--- src/rtl/dram_unaligned_port_if.sv ---
// dram_unaligned_port_if: CPU request/response signals and SDRAM controller signals of dram_unaligned_port.
// slave modport is the port's own view (CPU requests and controller status in, strobes/data out);
// master modport is the environment's view (CPU plus controller) driving the other side.
interface dram_unaligned_port_if #(
    parameter int DATA_BYTES = 4,
    parameter int ADDR_W     = 32,
    parameter int SZW        = 2
);
    localparam int DW = 8 * DATA_BYTES;
    logic                  i_rd_en;
    logic                  i_wr_en;
    logic [ADDR_W-1:0]     i_addr;
    logic [DW-1:0]         i_data;
    logic [SZW:0]          i_ctrl;
    logic [DW-1:0]         o_data;
    logic                  o_busy;
    logic                  i_refresh_en;
    logic                  i_refresh_cmd;
    logic [31:0]           o_split_cnt;
    logic                  o_mem_rd;
    logic                  o_mem_wr;
    logic                  o_mem_refresh;
    logic [ADDR_W-1:0]     o_mem_addr;
    logic [DW-1:0]         o_mem_wdata;
    logic [DATA_BYTES-1:0] o_mem_mask_n;
    logic [DW-1:0]         i_mem_rdata;
    logic                  i_mem_busy;
    modport slave (
        input  i_rd_en, i_wr_en, i_addr, i_data, i_ctrl, i_refresh_en, i_refresh_cmd, i_mem_rdata, i_mem_busy,
        output o_data, o_busy, o_split_cnt, o_mem_rd, o_mem_wr, o_mem_refresh, o_mem_addr, o_mem_wdata, o_mem_mask_n
    );
    modport master (
        output i_rd_en, i_wr_en, i_addr, i_data, i_ctrl, i_refresh_en, i_refresh_cmd, i_mem_rdata, i_mem_busy,
        input  o_data, o_busy, o_split_cnt, o_mem_rd, o_mem_wr, o_mem_refresh, o_mem_addr, o_mem_wdata, o_mem_mask_n
    );
endinterface

--- src/rtl/dram_unaligned_port.sv ---
// dram_unaligned_port: CPU-side SDRAM port doing unaligned byte..word loads/stores, access splitting and refresh scheduling.
// Ports: clk, rst_x (async active-low), bus (dram_unaligned_port_if.slave: CPU request/response and controller strobes).
module dram_unaligned_port #(
    parameter int DATA_BYTES   = 4,
    parameter int ADDR_W       = 32,
    parameter int SZW          = 2,
    parameter int REF_INTERVAL = 1000,
    parameter int REF_EN       = 1
) (
    input logic clk,
    input logic rst_x,
    dram_unaligned_port_if.slave bus
);
    localparam int OFFW = $clog2(DATA_BYTES);
    localparam int DW   = 8 * DATA_BYTES;
    localparam logic [SZW-1:0] MAX_SZ = SZW'(OFFW);
    typedef enum logic [2:0] {IDLE, ISSUE1, WAIT1, ISSUE2, WAIT2, REF_ISSUE, REF_WAIT, DONE} state_t;
    state_t state, state_n;
    logic stall, rd_q, split_q, zext_q, ref_pend;
    logic [ADDR_W-1:0] addr_q, word_addr;
    logic [SZW-1:0] size_q, size_c;
    logic [DW-1:0] data_q, w1_q;
    logic [31:0] ref_cnt;
    logic [OFFW-1:0] off;
    logic accept, ref_go, split_c, first, second, sign;
    logic [2*DATA_BYTES-1:0] be2;
    logic [2*DW-1:0] wd2, rd_words, shifted, lmask, ext;
    assign off       = addr_q[OFFW-1:0];
    assign word_addr = {addr_q[ADDR_W-1:OFFW], {OFFW{1'b0}}};
    assign size_c    = (bus.i_ctrl[SZW-1:0] > MAX_SZ) ? MAX_SZ : bus.i_ctrl[SZW-1:0];
    assign split_c   = (int'(bus.i_addr[OFFW-1:0]) + (1 << size_c)) > DATA_BYTES;
    assign accept    = state == IDLE && !bus.i_mem_busy && (bus.i_rd_en || bus.i_wr_en);
    assign ref_go    = REF_EN != 0 && state == IDLE && !bus.i_mem_busy && !bus.i_rd_en && !bus.i_wr_en && ref_pend;
    assign first     = state == ISSUE1 || state == WAIT1;
    assign second    = state == ISSUE2 || state == WAIT2;
    // Byte enables and store data laid out over two consecutive words; each transaction takes one half.
    assign be2 = ~({(2*DATA_BYTES){1'b1}} << (1 << size_q)) << off;
    assign wd2 = {{DW{1'b0}}, data_q} << {off, 3'b000};
    // Load extraction: {w2,w1} with w2 zero for unsplit loads, shifted down to the byte offset, then extended.
    assign rd_words = (state == WAIT2) ? {bus.i_mem_rdata, w1_q} : {{DW{1'b0}}, bus.i_mem_rdata};
    assign shifted  = rd_words >> {off, 3'b000};
    assign lmask    = ~({(2*DW){1'b1}} << (8 << size_q));
    assign sign     = |(shifted & lmask & ~(lmask >> 1));
    assign ext      = (shifted & lmask) | ((sign && !zext_q) ? ~lmask : '0);
    assign bus.o_busy = stall | bus.i_mem_busy;
    always_ff @(posedge clk or negedge rst_x)
        if (!rst_x) state <= IDLE;
        else state <= state_n;
    always_comb begin
        state_n = state;
        case (state)
            IDLE:      state_n = accept ? ISSUE1 : ref_go ? REF_ISSUE : IDLE;
            ISSUE1:    state_n = bus.i_mem_busy ? WAIT1 : ISSUE1;
            WAIT1:     state_n = bus.i_mem_busy ? WAIT1 : split_q ? ISSUE2 : DONE;
            ISSUE2:    state_n = bus.i_mem_busy ? WAIT2 : ISSUE2;
            WAIT2:     state_n = bus.i_mem_busy ? WAIT2 : DONE;
            REF_ISSUE: state_n = bus.i_mem_busy ? REF_WAIT : REF_ISSUE;
            REF_WAIT:  state_n = bus.i_mem_busy ? REF_WAIT : DONE;
            default:   state_n = IDLE;
        endcase
        bus.o_mem_rd      = rd_q && (state == ISSUE1 || state == ISSUE2);
        bus.o_mem_wr      = !rd_q && (state == ISSUE1 || state == ISSUE2);
        bus.o_mem_refresh = state == REF_ISSUE;
        bus.o_mem_addr    = first ? word_addr : second ? word_addr + ADDR_W'(DATA_BYTES) : '0;
        bus.o_mem_wdata   = rd_q ? '0 : first ? wd2[DW-1:0] : second ? wd2[2*DW-1:DW] : '0;
        bus.o_mem_mask_n  = (!rd_q && first) ? ~be2[DATA_BYTES-1:0] :
                            (!rd_q && second) ? ~be2[2*DATA_BYTES-1:DATA_BYTES] : '1;
    end
    always_ff @(posedge clk or negedge rst_x)
        if (!rst_x) begin
            stall           <= 1'b0;
            rd_q            <= 1'b0;
            split_q         <= 1'b0;
            zext_q          <= 1'b0;
            addr_q          <= '0;
            size_q          <= '0;
            data_q          <= '0;
            w1_q            <= '0;
            bus.o_data      <= '0;
            bus.o_split_cnt <= '0;
            ref_cnt         <= '0;
            ref_pend        <= 1'b0;
        end else begin
            if (accept) begin
                rd_q            <= bus.i_rd_en;
                split_q         <= split_c;
                zext_q          <= bus.i_ctrl[SZW];
                addr_q          <= bus.i_addr;
                size_q          <= size_c;
                data_q          <= bus.i_data;
                bus.o_split_cnt <= bus.o_split_cnt + 32'(split_c);
            end
            stall <= (accept || ref_go) ? 1'b1 : (state == DONE) ? 1'b0 : stall;
            if (state == WAIT1 && !bus.i_mem_busy)
                w1_q <= bus.i_mem_rdata;
            if (rd_q && !bus.i_mem_busy && (state == WAIT2 || (state == WAIT1 && !split_q)))
                bus.o_data <= ext[DW-1:0];
            // Saturate at the threshold so a long stretch without refresh permission cannot wrap.
            ref_cnt <= ref_go ? '0 : (accept && ref_cnt < 32'(REF_INTERVAL)) ? ref_cnt + 32'd1 : ref_cnt;
            // A command landing in the cycle a refresh starts is kept as a new request.
            ref_pend <= REF_EN != 0 && (ref_go ? bus.i_refresh_cmd :
                        (ref_pend || bus.i_refresh_cmd || (bus.i_refresh_en && ref_cnt >= 32'(REF_INTERVAL))));
        end
endmodule
--- src/flat_wrapper.sv ---
// flat-port wrapper written by rule: the top's interface ports become plain ports
module dram_unaligned_port_flat 
#(
    parameter int DATA_BYTES   = 4,
    parameter int ADDR_W       = 32,
    parameter int SZW          = 2,
    parameter int REF_INTERVAL = 1000,
    parameter int REF_EN       = 1
)
  (clk, rst_x, bus_i_rd_en, bus_i_wr_en, bus_i_addr, bus_i_data, bus_i_ctrl, bus_i_refresh_en, bus_i_refresh_cmd, bus_i_mem_rdata, bus_i_mem_busy, bus_o_data, bus_o_busy, bus_o_split_cnt, bus_o_mem_rd, bus_o_mem_wr, bus_o_mem_refresh, bus_o_mem_addr, bus_o_mem_wdata, bus_o_mem_mask_n);
  dram_unaligned_port_if #(.DATA_BYTES(DATA_BYTES), .ADDR_W(ADDR_W), .SZW(SZW)) bus_i ();
  input logic clk;
  input logic rst_x;
  input wire logic [$bits(bus_i.i_rd_en)-1:0] bus_i_rd_en;
  input wire logic [$bits(bus_i.i_wr_en)-1:0] bus_i_wr_en;
  input wire logic [$bits(bus_i.i_addr)-1:0] bus_i_addr;
  input wire logic [$bits(bus_i.i_data)-1:0] bus_i_data;
  input wire logic [$bits(bus_i.i_ctrl)-1:0] bus_i_ctrl;
  input wire logic [$bits(bus_i.i_refresh_en)-1:0] bus_i_refresh_en;
  input wire logic [$bits(bus_i.i_refresh_cmd)-1:0] bus_i_refresh_cmd;
  input wire logic [$bits(bus_i.i_mem_rdata)-1:0] bus_i_mem_rdata;
  input wire logic [$bits(bus_i.i_mem_busy)-1:0] bus_i_mem_busy;
  output wire logic [$bits(bus_i.o_data)-1:0] bus_o_data;
  output wire logic [$bits(bus_i.o_busy)-1:0] bus_o_busy;
  output wire logic [$bits(bus_i.o_split_cnt)-1:0] bus_o_split_cnt;
  output wire logic [$bits(bus_i.o_mem_rd)-1:0] bus_o_mem_rd;
  output wire logic [$bits(bus_i.o_mem_wr)-1:0] bus_o_mem_wr;
  output wire logic [$bits(bus_i.o_mem_refresh)-1:0] bus_o_mem_refresh;
  output wire logic [$bits(bus_i.o_mem_addr)-1:0] bus_o_mem_addr;
  output wire logic [$bits(bus_i.o_mem_wdata)-1:0] bus_o_mem_wdata;
  output wire logic [$bits(bus_i.o_mem_mask_n)-1:0] bus_o_mem_mask_n;
  assign bus_i.i_rd_en = bus_i_rd_en;
  assign bus_i.i_wr_en = bus_i_wr_en;
  assign bus_i.i_addr = bus_i_addr;
  assign bus_i.i_data = bus_i_data;
  assign bus_i.i_ctrl = bus_i_ctrl;
  assign bus_i.i_refresh_en = bus_i_refresh_en;
  assign bus_i.i_refresh_cmd = bus_i_refresh_cmd;
  assign bus_i.i_mem_rdata = bus_i_mem_rdata;
  assign bus_i.i_mem_busy = bus_i_mem_busy;
  assign bus_o_data = bus_i.o_data;
  assign bus_o_busy = bus_i.o_busy;
  assign bus_o_split_cnt = bus_i.o_split_cnt;
  assign bus_o_mem_rd = bus_i.o_mem_rd;
  assign bus_o_mem_wr = bus_i.o_mem_wr;
  assign bus_o_mem_refresh = bus_i.o_mem_refresh;
  assign bus_o_mem_addr = bus_i.o_mem_addr;
  assign bus_o_mem_wdata = bus_i.o_mem_wdata;
  assign bus_o_mem_mask_n = bus_i.o_mem_mask_n;
  dram_unaligned_port #(.DATA_BYTES(DATA_BYTES), .ADDR_W(ADDR_W), .SZW(SZW), .REF_INTERVAL(REF_INTERVAL), .REF_EN(REF_EN)) u_core (.clk(clk), .rst_x(rst_x), .bus(bus_i));
endmodule
--- config.mk ---
export PLATFORM = sky130hd
export DESIGN_NAME = dram_unaligned_port_flat
export DESIGN_NICKNAME = d
export VERILOG_FILES = /design/src/rtl/dram_unaligned_port_if.sv /design/src/rtl/dram_unaligned_port.sv /design/src/flat_wrapper.sv
export SDC_FILE = /design/constraint.sdc
export NUM_CORES = 1
export LEC_CHECK = 0
export CORE_ASPECT_RATIO = 0.8
export CORE_MARGIN = 4
export CORE_UTILIZATION = 52
export CTS_CLUSTER_SIZE = 30
export DETAILED_ROUTE_END_ITERATION = 12
export GPL_TIMING_DRIVEN = 0
export MAX_ROUTING_LAYER = met4
export PLACE_DENSITY = 0.82
export SYNTH_ARGS = -nofsm -noshare
export SYNTH_HDL_FRONTEND = slang
export SYNTH_SLANG_ARGS = --single-unit
--- constraint.sdc ---
create_clock -name clk -period 3.2 [get_ports clk]
set_input_delay 0.64 -clock clk [delete_from_list [all_inputs] [get_ports clk]]
set_output_delay 0.64 -clock clk [all_outputs]
set_load 0.05 [all_outputs]
==> flow_summary.yaml <==
status:
  status: "complete, but fails checks"
  violations: "negative setup slack"
timing:
  maxSlewHeadroom_pct: 41.96
  finalSetupViolCount: 42
  fmax_mhz: 301.3
  worst_pin_slew_ps: 863.4
  hold_viol_final: 0
  worst_slack_ps: -118.5
  slew_violations: 0
  fin_crit_ps: 3318
  finClkSkew_ps: 9.167
  rsz0062_at_grt: "true"
  fin_crit_sh_pct: 103.7
finish:
  fin_area_um2: 15430
  nFillCells: 1488
  multiInputGateArea_um2: 6205
  nets: 1654
  regArea_um2: 5056
  area_growth_syn_to_layout_pct: 37.75
  final_cells: 1826
  drive_gt1_share_pct: 19.10
placement:
  gp_congestion: 0.9855
  place_ws_ps: -1084
  dp_cells: 1755
  dp_hpwl_um: 25940
  io_buffers: 238
  placed_cell_area_um2: 14090
synthesis:
  synthCells: 1245
  synthArstFlopShare_pct: 100.0
  synth_most_common_cell: "nand2_1"
  yosysWarnings: 0
  ys_seq_area_share_pct: 45.12
  synth.ff_latch_count: 202
  synth_top_area_cell: "dfrtp_1"
  synth_edf_count: 0
  synth_top_area_share_pct: 45.12
  synthTopCellsByArea: "dfrtp_1, nand2_1, mux2i_1, mux2_2, nor2_1"
  yosys.cell_types.count: 67
  syn-cell-area_um2: 11200
  synth.avg_cell_area_um2: 8.999
  yosys-top-cells-count: "nand2_1, dfrtp_1, nor2_1"
  ys.flop_type: "dfrtp_1"
critical_path:
  cp-start-kind: "register"
  critPathKind: "register to output port"
  required_ps: 2560
  cp_data_arrival_time_ps: 2680
  end_kind: "output port"
  cp_max_fo: 7
floorplan:
  die_height_um: 139.3
  fp.dieW_um: 172.1
  num_rows: 47
  die-area_um2: 23970
  core_um2: 20940
  ios: 242
  start_util_pct: 53.51
drt:
  drtIter0Drc: 1240
  drcViolationCount: 0
  wl_um: 36900
  drtAntennaViolNets: 0
  drtPass1Iterations: 6
  avgViaCountPerCell: 5.913
  routedWlPerCell_um: 20.21
  num_vias: 10797
clock_tree:
  cts-root-buf: "clkbuf_16"
  clkSinkCount: 202
  cts-buffers-inserted: 22
  insertion_delay_ps: 500
  cts_tree: "done"
  htree_levels: 1
  cts_hold_buf: 0
  clk_path_buf_depth: 3
  path_clk_slew_ps: 60
grt:
  gr-total-overflow: 0
  grt_pass1_vias: 10483
  grt_pass1_wl_um: 57170
  grt.total_usage_pct: 30.43
  antenna_found_initial: 2
  grt_max_degree: 81
power:
  power_leakage_nw: 6.819
  p_per_area_nw_per_um2: 1009
  irDropWorstVdd_uv: 788.8
min_path:
  worstHoldPathType: "input port to async pin"
job:
  drv_cap: 0
## worst paths after layout
| check | startpoint | endpoint | slack [ps] | depth (start not counted) |
|---|---|---|---|---|
| worst max-delay path | u_core.state[1]$_DFF_PN0_ | bus_o_mem_addr[25] | -120 | 7 |
| worst min-delay path | rst_x | u_core.addr_q[18]$_DFFE_PN0P_ | 40 | 1 |
| worst max register to register | u_core.state[0]$_DFF_PN0_ | u_core.bus.o_split_cnt[0]$_DFFE_PN0P_ | -70 | 8 |
| worst min register to register | u_core.bus.o_split_cnt[31]$_DFFE_PN0P_ | u_core.bus.o_split_cnt[31]$_DFFE_PN0P_ | 490 | 1 |
| max in group asynchronous | rst_x | u_core.data_q[26]$_DFFE_PN0P_ | 2080 | 3 |
| min in group clk | bus_i_mem_busy | u_core.state[0]$_DFF_PN0_ | 420 | 2 |
## critical path, cell delays in order (launching register included)
cell and delay, ps:
dfrtp_1 390, buf_6 140, xnor2_4 270, o2111ai_4 160, or4_4 560, or3_4 350
a21oi_2 140, buf_6 180
## layer usage
layer / global-route usage (%) / up-vias / part of all wire, %
met2: 45.36 / 607 / 45
li1: - / 4902 / -
met3: 6.351 / 96 / 10
met4: 8.147 / 0 / 3.1
met5: - / - / 0
met1: 42.72 / 5192 / 42
## power by group
group	total, W	switching, W	internal (W)	leakage [nW]
combinational	0.00866	0.00559	0.00307	3.91
sequential	0.00435	0.000876	0.00348	2.55
clock	0.00255	0.00106	0.00149	0.351
## logic make-up (layout without fill, tap and decap cells)
family | after synthesis | after routing | share of synthesized area (%)
xor+xnor | 52 | 52 | 4.065
compound gates | 196 | 196 | 11.16
buf+inv | 99 | 407 | 3.563
simple gates | 567 | 568 | 23.17
mux | 120 | 120 | 11.93
flops | 202 | 202 | 45.12
fa+ha+maj | 8 | 8 | 0.9604
other cells | 1 | 4 | 0.03347
## sequential cells by signal, indices dropped and copies added, names as in the netlist
| signal | cells |
|---|---|
| u_core.addr_q | 32 |
| u_core.bus.o_data | 32 |
| u_core.bus.o_split_cnt | 32 |
| u_core.data_q | 32 |
| u_core.rd_q | 1 |
| u_core.ref_cnt | 32 |
| u_core.ref_pend | 1 |
| u_core.size_q | 2 |
| u_core.split_q | 1 |
| u_core.stall | 1 |
| u_core.state | 3 |
| u_core.w1_q | 32 |
| u_core.zext_q | 1 |
## timing repair
action | in CTS | in global routing
gates cloned | 2 | 0
endpoints found under the setup margin | 81 | 88
gates resized for setup | 434 | 82
pin swaps | 17 | 29
buffers inserted | 17 | 19
## final cells by class
class / instances / area share, %
antenna: 2 / 0.03243
buffer: 71 / 2.311
clock buffer: 29 / 4.135
clock inverter: 10 / 0.5919
inverter: 21 / 0.5189
multi-input combinational: 946 / 40.21
sequential: 202 / 32.76
tap: 269 / 2.181
timing repair buffer: 276 / 17.26
## cells in the final DEF (no fill, tap or decap), drive strengths merged, types with 6 or more instances in the layout
| cell | instances |
|---|---|
| nand2 | 292 |
| dfrtp | 202 |
| clkdlybuf4s50 | 165 |
| buf | 118 |
| nor2 | 105 |
| clkbuf | 83 |
| mux2i | 75 |
| o21ai | 55 |
| a21oi | 54 |
| mux2 | 38 |
| xnor2 | 38 |
| and2 | 35 |
| nand3 | 29 |
| inv | 21 |
| nor4 | 18 |
| nand4 | 16 |
| xor2 | 14 |
| and3 | 13 |
| or3 | 13 |
| a31oi | 11 |
| a211oi | 11 |
| a22o | 10 |
| nor3 | 10 |
| o22ai | 10 |
| o211ai | 8 |
| a22oi | 8 |
| nor2b | 7 |
| mux4 | 7 |
| ha | 7 |
| a211o | 6 |
| nor3b | 6 |
| and4 | 6 |
## stage by stage
step / power (W) / utilization (%) / TNS, ps / hold WS (ps)
after floorplan: 0.009664 / - / -674.3 / 344.4
after global placement: 0.01214 / 67.01 / -1455310 / 462.3
after detailed placement: 0.01231 / 67.30 / -56880 / 470.1
after CTS: 0.01519 / 72.41 / -1365 / 54.19
after global routing: 0.01633 / 73.72 / -3576 / 68.02
final: 0.01557 / 73.72 / -1918 / 35.90
Power figures use the tool's default switching activity.
==> variant 1 (same settings) <==
`REF_EN` is set to 1 in 2 places; all go to 0.
--- a/src/rtl/dram_unaligned_port.sv
+++ b/src/rtl/dram_unaligned_port.sv
@@ -5,7 +5,7 @@
     parameter int ADDR_W       = 32,
     parameter int SZW          = 2,
     parameter int REF_INTERVAL = 1000,
-    parameter int REF_EN       = 1
+    parameter int REF_EN       = 0
 ) (
     input logic clk,
     input logic rst_x,
--- a/src/flat_wrapper.sv
+++ b/src/flat_wrapper.sv
@@ -5,7 +5,7 @@
     parameter int ADDR_W       = 32,
     parameter int SZW          = 2,
     parameter int REF_INTERVAL = 1000,
-    parameter int REF_EN       = 1
+    parameter int REF_EN       = 0
 )
   (clk, rst_x, bus_i_rd_en, bus_i_wr_en, bus_i_addr, bus_i_data, bus_i_ctrl, bus_i_refresh_en, bus_i_refresh_cmd, bus_i_mem_rdata, bus_i_mem_busy, bus_o_data, bus_o_busy, bus_o_split_cnt, bus_o_mem_rd, bus_o_mem_wr, bus_o_mem_refresh, bus_o_mem_addr, bus_o_mem_wdata, bus_o_mem_mask_n);
   dram_unaligned_port_if #(.DATA_BYTES(DATA_BYTES), .ADDR_W(ADDR_W), .SZW(SZW)) bus_i ();
Function: changed (Yosys sat finds a counterexample within 4 cycles, from zero or initial values and one cycle with rst_x low).
==> variant 1 against the original RTL <==
Combinational power decreased by 2%. Maximum frequency increased by 4.8%. Total power decreased by 7.9%. Sequential cell count decreased by 33. Cell area decreased by 13%. Worst setup slack improved by 0.15 ns. Via count decreased by 7.5%. Routed wire length decreased by 6.8%. Area after synthesis decreased by 13%.
==> variant 1: results <==
synth:
  synth-compound-area-share_pct: 12.8
  syn_avg_cell_area_um2: 8.63
  yosys-top-cells-area: "dfrtp_1, nand2_1, mux2i_1"
  yosysSeqAreaShare_pct: 43.2
  synthAdderAreaFrac_pct: 0.843
  ys_top_cells_by_count: "nand2_1, dfrtp_1, o21ai_0, mux2i_1, nor2_1"
  yosys.area_share.xor_xnor_pct: 2.86
  synth_cell_types: 60
  synth.area.mux_share_pct: 13.3
routing:
  drtIter0Drc: 1326
  wl_met3_um: 4020
  via_per_inst: 5.96
  wl_met2_um: 15700
  wl_met1_um: 14000
  wl_um: 34400
  wl_per_cell_um: 20.5
setup_path:
  reg2reg_from: "u_core.state[2]$_DFF_PN0_"
  critPathSlowestCell: "clkbuf_1"
  end_kind: "primary output"
  crit_family: "buffers and inverters"
  r2r-end: "u_core.data_q[22]$_DFFE_PN0P_"
  cp_slowest_stage_delay_ns: 0.66
  cp_max_fo: 10
  rr_worst_depth: 7
  crit_path_end: "bus_o_mem_wdata[5]"
place:
  pre_cts_slack_ns: -0.723
  port_buffers: 237
  gp_congestion: 0.961
  placed_cell_area_um2: 12500
  dp_cells: 1627
global_routing:
  grt_util_met3_pct: 9.19
  grt_max_degree: 121
  met1_usage_pct: 44.0
  grt_usage_pct: 32.7
  grt_pass1_vias: 9632
  grtUsageMet2_pct: 49.9
cts:
  cts_resized: 417
  cts-htree-levels: 4
  cts_buffer_depth: 2
  clk_pin_slew_ns: 0.07
  worstSkewPairLatency_ns: 0.44
  cts_buffers: 17
pwr:
  seq-power_mw: 3.76
  clockPowerShare_pct: 14.3
  intPower_mw: 6.98
  irDropWorstVdd_mv: 0.560
  power_leakage_nw: 5.98
status:
  outcome: "complete, no violations"
timing:
  fin_skew_ns: 0.0130
  worst_slew_pin_slew_ns: 0.823
  whs_ns: 0.0990
  fmax_mhz: 316
layout:
  fillers: 1409
  final_nets: 1521
==> variant 1: cell types whose count changed after synthesis, moves of 7 or more <==
| cell | before | now |
|---|---|---|
| a32oi_1 | 1 | 8 |
| and2_1 | 35 | 7 |
| o21ai_0 | 54 | 98 |
| buf_2 | 12 | 21 |
| nor4_1 | 14 | 3 |
| dfrtp_1 | 202 | 169 |
| a22oi_1 | 8 | 0 |
| a211oi_1 | 10 | 2 |
| nor2_1 | 104 | 58 |
| xor2_1 | 14 | 7 |
| clkbuf_1 | 51 | 44 |
| nand2_1 | 291 | 307 |
| xnor2_1 | 38 | 25 |
| nand3b_1 | 1 | 8 |
==> variant 1: cell type report <==
| type | count | share of cell area [%] |
|---|---|---|
| plain buffers | 74 | 3.13 |
| flip-flops and latches | 169 | 31.7 |
| clock buffers | 20 | 3.42 |
| diodes | 2 | 0.0375 |
| multi-input cells | 871 | 40.2 |
| well taps | 253 | 2.37 |
| clock inverters | 12 | 0.955 |
| repair buffers | 257 | 17.6 |
| inverters | 19 | 0.534 |
==> variant 2 (same settings) <==
Made on the original files. Make the reset (`rst_x`) synchronous in 2 clocked blocks. Comments in the files are not updated.
--- a/src/rtl/dram_unaligned_port.sv
+++ b/src/rtl/dram_unaligned_port.sv
@@ -43,7 +43,7 @@
     assign sign     = |(shifted & lmask & ~(lmask >> 1));
     assign ext      = (shifted & lmask) | ((sign && !zext_q) ? ~lmask : '0);
     assign bus.o_busy = stall | bus.i_mem_busy;
-    always_ff @(posedge clk or negedge rst_x)
+    always_ff @(posedge clk)
         if (!rst_x) state <= IDLE;
         else state <= state_n;
     always_comb begin
@@ -66,7 +66,7 @@
         bus.o_mem_mask_n  = (!rd_q && first) ? ~be2[DATA_BYTES-1:0] :
                             (!rd_q && second) ? ~be2[2*DATA_BYTES-1:DATA_BYTES] : '1;
     end
-    always_ff @(posedge clk or negedge rst_x)
+    always_ff @(posedge clk)
         if (!rst_x) begin
             stall           <= 1'b0;
             rd_q            <= 1'b0;
Behaviour: differs if rst_x is asserted again (counterexample within 4 cycles, from zero or initial values and one cycle with rst_x low); with rst_x held inactive, the same outputs for 4 cycles.
==> variant 2 against the original RTL <==
Worst setup slack improved by 0.16 ns. Cell area decreased by 4.2%. Routed wire length up 3.4%. Sequential share of layout area is 5.3 points lower. Area after synthesis shrank 4.2%. Sequential cell count unchanged.
Power is not compared: it rests on default switching activity, and its combinational part moved more than twofold at a synthesized area within 25%.
==> variant 2: results <==
status:
  outcome: "complete, no violations"
setup_path:
  crit_family: "buffers and inverters"
  critPathSlowestCell: "dfxtp_1"
  reg2reg_setup_slack_ns: 0.24
  critPathArrivalTime_ns: 2.51
  cp_slowest_stage_delay_ns: 0.31
  cp_max_fo: 10
global_routing:
  grt_util_met3_pct: 7.65
  grt_usage_pct: 31.9
  met1_usage_pct: 43.3
  grtUsageMet2_pct: 48.0
  grt_pass1_wl_um: 57700
  grt_pass1_vias: 10400
  grt_max_degree: 29
  antenna_found_initial: 2
cts:
  cts_buffers: 22
  cts_buffer_depth: 3
  clk_pin_slew_ns: 0.06
  worstSkewPairLatency_ns: 0.52
synth:
  synth_cells: 1350
  yosysSeqAreaShare_pct: 37.7
  yosys-top-cells-area: "dfxtp_1, nand2_1, a21oi_1"
  ys_top_cells_by_count: "nand2_1, dfxtp_1, a21oi_1, nor2_1, clkbuf_1"
  synth_cell_types: 65
  synth-async-reset-ratio_pct: 0
routing:
  wl_met1_um: 15900
  wl_met3_um: 4110
  wl_per_cell_um: 20.1
  wl_um: 38100
  via_per_inst: 6.03
  wl_met2_um: 16800
  drtIter0Drc: 1292
  top_layer: "met4"
place:
  dp_cells: 1853
  dp_hpwl_um: 27600
  gp_congestion: 0.963
  pre_cts_slack_ns: -1.35
pwr:
  intPower_mw: 4.87
min_path:
  min_path_type: "input pin to flop"
layout:
  drive_above_1_share_pct: 17.7
  final_nets: 1736
  fillers: 1552
timing:
  fmax_mhz: 317
  setup_viol: 0
  fin_skew_ns: 0.0112
  worst_slew_pin_slew_ns: 1.19
## variant 2: changes by cell type after synthesis, sizes merged, moves of 20 or more
cell,unedited run,this run
dfxtp,0,202
clkbuf,52,79
a21oi,54,171
mux2,38,14
mux2i,75,55
dfrtp,202,0
## variant 2: through the flow
step                hold WS [ns]  instance area (um2)
floorplan                  0.430                10800
global placement           0.439                13600
detailed placement         0.446                13600
CTS                        0.457                14600
global route               0.452                14800
finish                     0.431                14800
## variant 2: cell families after synthesis
logic type	synth area share, %
mux	11.6
xor+xnor	3.43
fa+ha+maj	1.00
simple gates	24.3
compound gates	17.4
buf+inv	4.49
flops	37.7
other cells	0.0349
## variant 2: worst paths after layout
kind / start / end / depth (start not counted)
hold reg to reg: u_core.w1_q[6]$_SDFFE_PN0P_ / u_core.w1_q[6]$_SDFFE_PN0P_ / 2
setup reg to reg: u_core.state[2]$_SDFF_PN0_ / u_core.zext_q$_SDFFE_PN0P_ / 7
setup / recovery: u_core.state[0]$_SDFF_PN0_ / bus_o_mem_wdata[4] / 10
hold / removal: bus_i_addr[1] / u_core.addr_q[1]$_SDFFE_PN0P_ / 3
## variant 2: cell type report
cell class | count | area, um2 | area share [%]
multi-input combinational | 1031 | 6630 | 44.8
sequential | 202 | 4050 | 27.4
timing repair buffer | 254 | 2360 | 16.0
clock buffer | 24 | 568 | 3.84
buffer | 91 | 505 | 3.42
tap | 264 | 330 | 2.24
clock inverter | 14 | 254 | 1.72
inverter | 20 | 75.1 | 0.508
antenna | 2 | 5.00 | 0.0339
## variant 2: what timing repair did
item | 4_1_cts | 5_1_grt
resized for setup | 421 | 77
pin swaps | 7 | 12
cloned | 1 | 0
setup endpoints to repair | 91 | 86
setup buffers | 3 | 12
